===== config.mk =====
export PLATFORM = sky130hd
export DESIGN_NAME = execute_pipe
export DESIGN_NICKNAME = d
export VERILOG_FILES = /design/src/rtl/exec_pkg.sv /design/src/rtl/exec_mul_iter.sv /design/src/rtl/execute_pipe.sv
export SDC_FILE = /design/constraint.sdc
export NUM_CORES = 1
export LEC_CHECK = 0
export CORE_UTILIZATION = 40
export DETAILED_ROUTE_END_ITERATION = 8
export PLACE_DENSITY = 0.64
export SLEW_MARGIN = 10
export SYNTH_ARGS = -nofsm -noshare
export SYNTH_HDL_FRONTEND = slang
export SYNTH_HIERARCHICAL = 1
export SYNTH_SLANG_ARGS = --single-unit

===== constraint.sdc =====
create_clock -name clk -period 6.8 [get_ports clk]
set_clock_uncertainty 0.15 [all_clocks]
set_input_delay 1.02 -clock clk [delete_from_list [all_inputs] [get_ports clk]]
set_output_delay 1.02 -clock clk [all_outputs]
set_load 0.01 [all_outputs]

===== src/rtl/exec_pkg.sv =====
// Shared opcodes, state encoding and result-flag bundle for the execute stage.
package exec_pkg;

    localparam int DEF_WIDTH = 16;

    localparam logic [3:0] OP_ROL   = 4'd0;
    localparam logic [3:0] OP_SLL   = 4'd1;
    localparam logic [3:0] OP_ROR   = 4'd2;
    localparam logic [3:0] OP_SRL   = 4'd3;
    localparam logic [3:0] OP_ADD   = 4'd4;
    localparam logic [3:0] OP_SUB   = 4'd5;
    localparam logic [3:0] OP_XOR   = 4'd6;
    localparam logic [3:0] OP_ANDN  = 4'd7;
    localparam logic [3:0] OP_AND   = 4'd8;
    localparam logic [3:0] OP_OR    = 4'd9;
    localparam logic [3:0] OP_SRA   = 4'd10;
    localparam logic [3:0] OP_PASSB = 4'd11;
    localparam logic [3:0] OP_MUL   = 4'd12;

    typedef enum logic {IDLE = 1'b0, MUL = 1'b1} state_t;

    typedef struct packed {
        logic zf;
        logic sf;
        logic of;
        logic cf;
        logic err;
    } flags_t;

endpackage


===== src/rtl/exec_mul_iter.sv =====
// Iterative shift-add unsigned multiplier: one multiplier bit per cycle, WIDTH cycles.
module exec_mul_iter
    import exec_pkg::*;
#(
    parameter int WIDTH = DEF_WIDTH
) (
    input  logic               clk,
    input  logic               rst,
    input  logic               start,
    input  logic [WIDTH-1:0]   a,
    input  logic [WIDTH-1:0]   b,
    output logic               done,
    output logic [2*WIDTH-1:0] product
);

    localparam int CNT_W = $clog2(WIDTH) + 1;

    logic               busy;
    logic [CNT_W-1:0]   cnt;
    logic [2*WIDTH-1:0] acc;
    logic [2*WIDTH-1:0] mcand;
    logic [WIDTH-1:0]   mplier;

    always_ff @(posedge clk) begin
        if (!rst) begin
            busy   <= 1'b0;
            cnt    <= '0;
            acc    <= '0;
            mcand  <= '0;
            mplier <= '0;
        end else if (start) begin
            busy   <= 1'b1;
            cnt    <= '0;
            acc    <= '0;
            mcand  <= {{WIDTH{1'b0}}, a};
            mplier <= b;
        end else if (busy) begin
            if (done) begin
                busy <= 1'b0;
            end else begin
                if (mplier[0])
                    acc <= acc + mcand;
                mcand  <= mcand << 1;
                mplier <= mplier >> 1;
                cnt    <= cnt + 1'b1;
            end
        end
    end

    // done is seen for one cycle once all WIDTH bits have been consumed
    assign done    = busy && (cnt == CNT_W'(WIDTH));
    assign product = acc;

endmodule


===== src/rtl/execute_pipe.sv =====
// Registered execute stage with valid/ready on both sides.
// EXEC_PIPE_MUL_EN adds the iterative MUL opcode; otherwise opcode 12 is illegal.
module execute_pipe
    import exec_pkg::*;
#(
    parameter int WIDTH   = DEF_WIDTH,
    parameter int SHAMT_W = $clog2(WIDTH)
) (
    input  logic             clk,
    input  logic             rst,
    input  logic             in_valid,
    output logic             in_ready,
    input  logic [WIDTH-1:0] read1Data,
    input  logic [WIDTH-1:0] read2Data,
    input  logic [WIDTH-1:0] immExt,
    input  logic             aluSrc,
    input  logic [3:0]       aluOp,
    output logic             out_valid,
    input  logic             out_ready,
    output logic [WIDTH-1:0] aluOut,
    output logic [WIDTH-1:0] aluOutHi,
    output logic             zf,
    output logic             sf,
    output logic             of,
    output logic             cf,
    output logic             err
);

    state_t             state, state_nxt;
    logic               accept, is_mul, mul_done;
    logic [WIDTH-1:0]   b_sel, res, ld_lo, lo_q;
    logic               res_cf, res_of, res_err;
    logic [SHAMT_W-1:0] sh;
    logic [2*WIDTH-1:0] rol2, ror2;
    logic [WIDTH:0]     sum, diff;
    flags_t             ld_fl, fl_q;

    assign b_sel  = aluSrc ? immExt : read2Data;
    assign accept = in_valid && in_ready;

`ifdef EXEC_PIPE_MUL_EN
    logic [2*WIDTH-1:0] product;
    logic [WIDTH-1:0]   hi_q;

    assign is_mul = (aluOp == OP_MUL);

    exec_mul_iter #(.WIDTH(WIDTH)) u_mul (
        .clk     (clk),
        .rst     (rst),
        .start   (accept && is_mul),
        .a       (read1Data),
        .b       (b_sel),
        .done    (mul_done),
        .product (product)
    );

    always_ff @(posedge clk) begin
        if (!rst)
            hi_q <= '0;
        else if (mul_done)
            hi_q <= product[2*WIDTH-1:WIDTH];
        else if (accept)
            hi_q <= '0;
    end
    assign aluOutHi = hi_q;
`else
    assign is_mul   = 1'b0;
    assign mul_done = 1'b0;
    assign aluOutHi = '0;
`endif

    always_ff @(posedge clk) begin
        if (!rst) state <= IDLE;
        else      state <= state_nxt;
    end

    always_comb begin
        state_nxt = state;
`ifdef EXEC_PIPE_MUL_EN
        case (state)
            IDLE:    if (accept && is_mul) state_nxt = MUL;
            MUL:     if (mul_done)         state_nxt = IDLE;
            default: state_nxt = IDLE;
        endcase
`else
        state_nxt = IDLE;
`endif
    end

    always_comb begin
        in_ready = (state == IDLE) && (!out_valid || out_ready);
    end

    // Both halves of the doubled operand are useful: high=ROL/SRL, low=SLL/ROR
    always_comb begin
        sh      = b_sel[SHAMT_W-1:0];
        rol2    = {read1Data, read1Data} << sh;
        ror2    = {read1Data, read1Data} >> sh;
        sum     = {1'b0, read1Data} + {1'b0, b_sel};
        diff    = {1'b0, read1Data} - {1'b0, b_sel};
        res     = '0;
        res_cf  = 1'b0;
        res_of  = 1'b0;
        res_err = 1'b0;
        case (aluOp)
            OP_ROL:   res = rol2[2*WIDTH-1:WIDTH];
            OP_SLL:   res = rol2[WIDTH-1:0];
            OP_ROR:   res = ror2[WIDTH-1:0];
            OP_SRL:   res = ror2[2*WIDTH-1:WIDTH];
            OP_SRA:   res = $unsigned($signed(read1Data) >>> sh);
            OP_ADD: begin
                res    = sum[WIDTH-1:0];
                res_cf = sum[WIDTH];
                res_of = (read1Data[WIDTH-1] == b_sel[WIDTH-1]) &&
                         (sum[WIDTH-1] != read1Data[WIDTH-1]);
            end
            OP_SUB: begin
                res    = diff[WIDTH-1:0];
                res_cf = diff[WIDTH];
                res_of = (read1Data[WIDTH-1] != b_sel[WIDTH-1]) &&
                         (diff[WIDTH-1] != read1Data[WIDTH-1]);
            end
            OP_XOR:   res = read1Data ^ b_sel;
            OP_ANDN:  res = read1Data & ~b_sel;
            OP_AND:   res = read1Data & b_sel;
            OP_OR:    res = read1Data | b_sel;
            OP_PASSB: res = b_sel;
`ifdef EXEC_PIPE_MUL_EN
            OP_MUL:   res = '0;
`endif
            default:  res_err = 1'b1;
        endcase
    end

    always_comb begin
        ld_lo      = res;
        ld_fl.zf   = (res == '0);
        ld_fl.sf   = res[WIDTH-1];
        ld_fl.of   = res_of;
        ld_fl.cf   = res_cf;
        ld_fl.err  = res_err;
`ifdef EXEC_PIPE_MUL_EN
        if (mul_done) begin
            ld_lo     = product[WIDTH-1:0];
            ld_fl.zf  = (product[WIDTH-1:0] == '0);
            ld_fl.sf  = product[WIDTH-1];
            ld_fl.of  = 1'b0;
            ld_fl.cf  = |product[2*WIDTH-1:WIDTH];
            ld_fl.err = 1'b0;
        end
`endif
    end

    // A held result blocks acceptance through in_ready, so loads never overwrite it
    always_ff @(posedge clk) begin
        if (!rst) begin
            out_valid <= 1'b0;
            lo_q      <= '0;
            fl_q      <= '0;
        end else if (mul_done || (accept && !is_mul)) begin
            out_valid <= 1'b1;
            lo_q      <= ld_lo;
            fl_q      <= ld_fl;
        end else if (out_ready) begin
            out_valid <= 1'b0;
        end
    end

    assign aluOut = lo_q;
    assign zf     = fl_q.zf;
    assign sf     = fl_q.sf;
    assign of     = fl_q.of;
    assign cf     = fl_q.cf;
    assign err    = fl_q.err;

endmodule


After elaboration in Yosys (flattened, before gate mapping)
Cells that the tools add are included.
W data, S select, Z words.
{"block": "totals", "ff_bits": 22, "inputBits": 57}
{"block": "classes", "n_addsub": 2, "n_eq_ne": 15, "shifts": 3, "n_mux": 7, "n_bitwise": 5, "n_reduce_logical": 9}
{"op": "$pmux W16 S12", "count": 1}
{"op": "$and A16 B16 Y16", "count": 2}
{"op": "$shl A32 B4 Y32", "count": 1}
{"op": "$shr A32 B4 Y32", "count": 1}
{"op": "$add A16 B16 Y17", "count": 1}
{"op": "$sub A16 B16 Y17", "count": 1}
{"op": "$eq A4 B3 Y1 const B", "count": 4}
{"op": "$eq A4 B4 Y1 const B", "count": 4}
{"op": "$logic_not A16 Y1", "count": 1}
{"op": "$mux W16", "count": 1}
{"op": "$not A16 Y16", "count": 1}
{"op": "$or A16 B16 Y16", "count": 1}
{"op": "$sshr A16 B4 Y16", "count": 1}
{"op": "$xor A16 B16 Y16", "count": 1}
{"op": "$reduce_or A12 Y1", "count": 1}
{"op": "$eq A4 B2 Y1 const B", "count": 2}
{"op": "$eq A4 B1 Y1 const B", "count": 1}
{"op": "$logic_not A4 Y1", "count": 1}
{"op": "$pmux W1 S2", "count": 2}
{"op": "$logic_and A1 B1 Y1", "count": 3}
{"op": "$mux W1", "count": 3}
{"op": "$ne A1 B1 Y1", "count": 3}
{"op": "$reduce_bool A2 Y1", "count": 1}
{"op": "$eq A1 B1 Y1", "count": 1}
{"op": "2 further kinds", "count": 2}

Longest topological paths before layout
{"block": "logic_depth", "depth_word": 5, "mapped_depth": 18}

Worst setup path before layout
OpenSTA, ideal clock, no wires.
{"block": "synth_timing", "path_kind": "input-to-reg", "from": "in aluSrc", "to": "reg fl_q (netlist bit zf)", "arrival_ns": 4.836, "required_ns": 6.566, "setup_slack_ns": 1.729, "path_stages": 16, "path_buffers": 4, "cell_sequence": "buf_6 mux2i_1 buf_2 buf_2 clkbuf_1 ha_1 and3b_1 o31a_1 o21ai_1 a21o_1 a211oi_1 and2_1 mux2_2 a2111oi_0 nand4_1 o31ai_2"}
{"block": "synth_via", "elab_chain_cells": 5, "elab_cells_between_ends": 13, "cone_classes": "2 x add/sub; 3 x shift; 2 x mux; 5 x bitwise; 1 x reduce/logical"}
{"element": "start: declaration", "line": "execute_pipe.sv:16", "text": "input logic aluSrc,"}
{"element": "$mux W16 (*)", "line": "execute_pipe.sv:38", "text": "assign b_sel = aluSrc ? immExt : read2Data;"}
{"element": "branches (longest 2 deep; another with $sub A16 B16 Y17)"}
{"element": "$pmux W16 S12 (*)", "line": "execute_pipe.sv:105", "text": "case (aluOp)"}
{"element": "$logic_not A16 Y1 (*)", "line": "execute_pipe.sv:137", "text": "ld_fl.zf = (res == '0);"}
{"element": "end signal: assignment", "line": "execute_pipe.sv:163", "text": "fl_q <= ld_fl;"}
{"element": "end: declaration", "line": "execute_pipe.sv:36", "text": "flags_t ld_fl, fl_q;"}
Mark *: on every way between the ends.
A chain may end at the register's enable or synchronous reset.

Final worst setup path
Same ends and word-level chain as after synthesis.

==> impl_results.md <==
* Clock power frac at 0.139
* Final setup violation count at 0
* Full die area at 16,000 um^2
* Final min period at 5.98 ns
* GR Layer Usage met2 at 0.483
* Final count of hold timing violations at 0
* Boundary Pins at 96
* Worst Path Class, Setup: in2reg
* Area grow syn2layout at 15.6%
* Via density at 6.63
* Clock Pin Slew Worst Setup and Hold Paths at 0.06 ns
* Fillers at 1,524
* RePlAce Congestion at 0.998
* # DRC at 0
* Clock latency on the worst-skew pair at 0.25 ns
* Relative slew margins at 0.363
* Power per cell area at 126 nW/um^2
* Synth top cells by count: nand2_1 (83), nor2_1 (78), mux2i_1 (74), ha_1 (59), inv_1 (47)
* GR Util met1 at 0.425
* Post-synth top flop: dfxtp_1
* Antenna Nets Post-Route at 0
* Post-synth top area share at 0.119
* Final WL at 25,700 um
* Post-CTS Hold Fix Bufs at 0
* Gate power share at 0.707
* NetSw at 441 uW
* Slew Limit Fails at 0
* Synth unique cells at 79
* CTS tree: done
* Die height at 127 um
* Final core occ at 0.474
* Part of the power in registers at 0.154
* CP required at 6.82 ns
* Hold path startpoint: err$_SDFFE_PN0P_
* TNS Setup at 0 ns
* HP Class: reg2reg
* Gate Count Post-Synth at 853
* Core area at 15,100 um^2
* Largest net degree at the start of global routing at 38
* Max Cap Viol at 0
* Initial Utilization at 0.410
* Ranking of synthesized cells by area: mux2i_1 (12%), ha_1 (12%), dfxtp_1 (6.8%), mux4_2 (6.5%), nand2_1 (5.0%)
* Worst r2r src: out_valid$_SDFFE_PN0P_
* Clk sinks at 21
* Arrival time of the worst setup path at 6.00 ns
* 1st-pass router iterations at 9
* Worst-case clock buffer depth at 2
* Top Family by Delay on Critical Path: compound AO/OA/AOI/OAI gates
* Leading area contributor after synthesis: mux2i_1
* Worst Path Max Fanout at 12
* Leak at 3.08 nW
* Run status: finished, final reports clean
* Root buffer cell: clkbuf_16
* Gr usage total at 0.316
* Slew @ Worst Pin at 0.932 ns
* Mapped Avg Cell Area at 7.27 um^2
* Grt met3 use at 0.0620
* Vias after detailed routing at 7,170
* Initial antenna violation count at 1
* Synthesized area at 6200 um^2
* Setup Fix Bufs, Post-CTS at 0
* Seq cells post-synth at 21
* EDFF count, synth at 0
* Slowest cell delay on critical path at 0.84 ns
* Final HPWL DP at 19,400 um
* Period utilization at 0.879
* Unrepaired setup endpoints after global routing: false
* CTS H-tree depth at 1
* Pint at 460 uW
* Asr flop ratio synth at 0
* Fin nets at 1,012
* Initial DRC Count at 1,021
* Peak VDD IR at 0.0751 mV
* Grt ovf at 0
* Port bufs at 79
* WP buf/inv at 2
* Layout cells sized above 1 at 0.0683
* PostCTS Resize Cnt at 0
* DR WL/cell at 23.8 um
* Seq/Total Area, Yosys at 0.0678
* Startpoint Class: primary input
* Worst-path cell chain: clkdlybuf4s50_1 > buf_4 > mux2i_1 > ha_1 > nor4b_1 > o31a_1 > o21ai_1 > a21o_1 > a211oi_1 > nor2_1 > mux2_2 > a2111oi_0 > nand4_1 > o31ai_2
* Std-Cell Rows at 45
* Most used routing layer: met2
* Global-route wire length before repair at 39,000 um
* Critical Path Slowest Stage Cell: clkdlybuf4s50_1
* CP Launch Point: aluSrc
* Vias in the first global route at 6,532
* Crit. End Element: flip-flop
* Sw Ratio at 0.489
* CTS buffer count at 3
* Yosys Warn Count at 6
* Die width at 127 um
* Top-count cell post-synth: nand2_1
* Max frequency at 167 MHz
-- through the flow --
stage | worst slack (ns) | hold slack [ns] | power, mW | cells | instance area (um^2)
after floorplan | 1.73 | 0.326 | 0.554 | 868 | 6260
after global placement | 0.834 | 0.296 | 0.761 | 1077 | 7090
after detailed placement | 0.679 | 0.304 | 0.755 | 1077 | 7090
after CTS | 0.927 | 0.311 | 0.883 | 1081 | 7170
after global routing | 0.344 | 0.339 | 0.952 | 1081 | 7170
final | 0.821 | 0.312 | 0.901 | 1082 | 7170
-- flip-flops by register name, indices dropped and copies added (netlist names) --
name and cells:
err 1, of 1, aluOut 16, out_valid 1, zf 1, cf 1
-- worst reg2reg max path: cells and delay by family (launching register included) --
| family | cells | cell delay, ns |
|---|---|---|
| AO/OA/AOI/OAI | 5 | 1.57 |
| AND/OR/NAND/NOR | 5 | 0.85 |
| flip-flops | 1 | 0.31 |
| buffers and inverters | 1 | 0.29 |
-- cells in the final DEF, fill, tap and decap left out, types with 16 or more instances in the layout --
master,count
clkdlybuf4s50_1,79
o21ai_0,35
inv_1,47
conb_1,16
nand3_1,26
dfxtp_1,21
o22ai_1,27
nand2_1,83
mux4_2,18
ha_1,59
buf_4,23
nor2_1,78
a211oi_1,19
mux2i_1,72
a22oi_1,19
a21oi_1,45
nor3_1,24
-- worst paths after layout --
check,endpoint,slack (ns),cells past startpoint
worst max-delay path,zf$_SDFFE_PN0P_,0.82,14
worst max register to register,zf$_SDFFE_PN0P_,3.56,11
worst min register to register,err$_SDFFE_PN0P_,0.31,2
worst min-delay path,err$_SDFFE_PN0P_,0.31,2
-- logic make-up after synthesis --
family,count (synthesis),share of synthesized area
simple gates,282,0.219
buf+inv,130,0.0958
other cells,1,0.000605
flops,21,0.0678
fa+ha+maj,61,0.125
compound gates,242,0.268
mux,97,0.196
xor+xnor,19,0.0268
-- layer usage --
metal,part of all wire,wire length (um)
met5,0.00047,12
met4,0.055,1410
met3,0.11,2700
met2,0.42,10900
met1,0.42,10700
-- power by group through the flow --
stage          sequential (mW)  combinational [mW]  clock (mW)
6_report                 0.139               0.637       0.125
3_3_place_gp             0.142               0.620           0
2_1_floorplan            0.146               0.408           0
3_5_place_dp             0.142               0.613           0
5_1_grt                  0.140               0.676       0.136
4_1_cts                  0.139               0.616       0.127
-- layout make-up --
type | count | area, um^2 | share of cell area
Antenna cell | 1 | 2.50 | 0.000349
Clock buffer | 3 | 75.1 | 0.0105
Clock inverter | 1 | 5.00 | 0.000698
Inverter | 49 | 186 | 0.0260
Multi-Input combinational cell | 717 | 5290 | 0.737
Sequential cell | 21 | 420 | 0.0586
Tap cell | 188 | 235 | 0.0328
Timing Repair Buffer | 102 | 963 | 0.134
No activity file was read; power rests on OpenSTA's default activity.
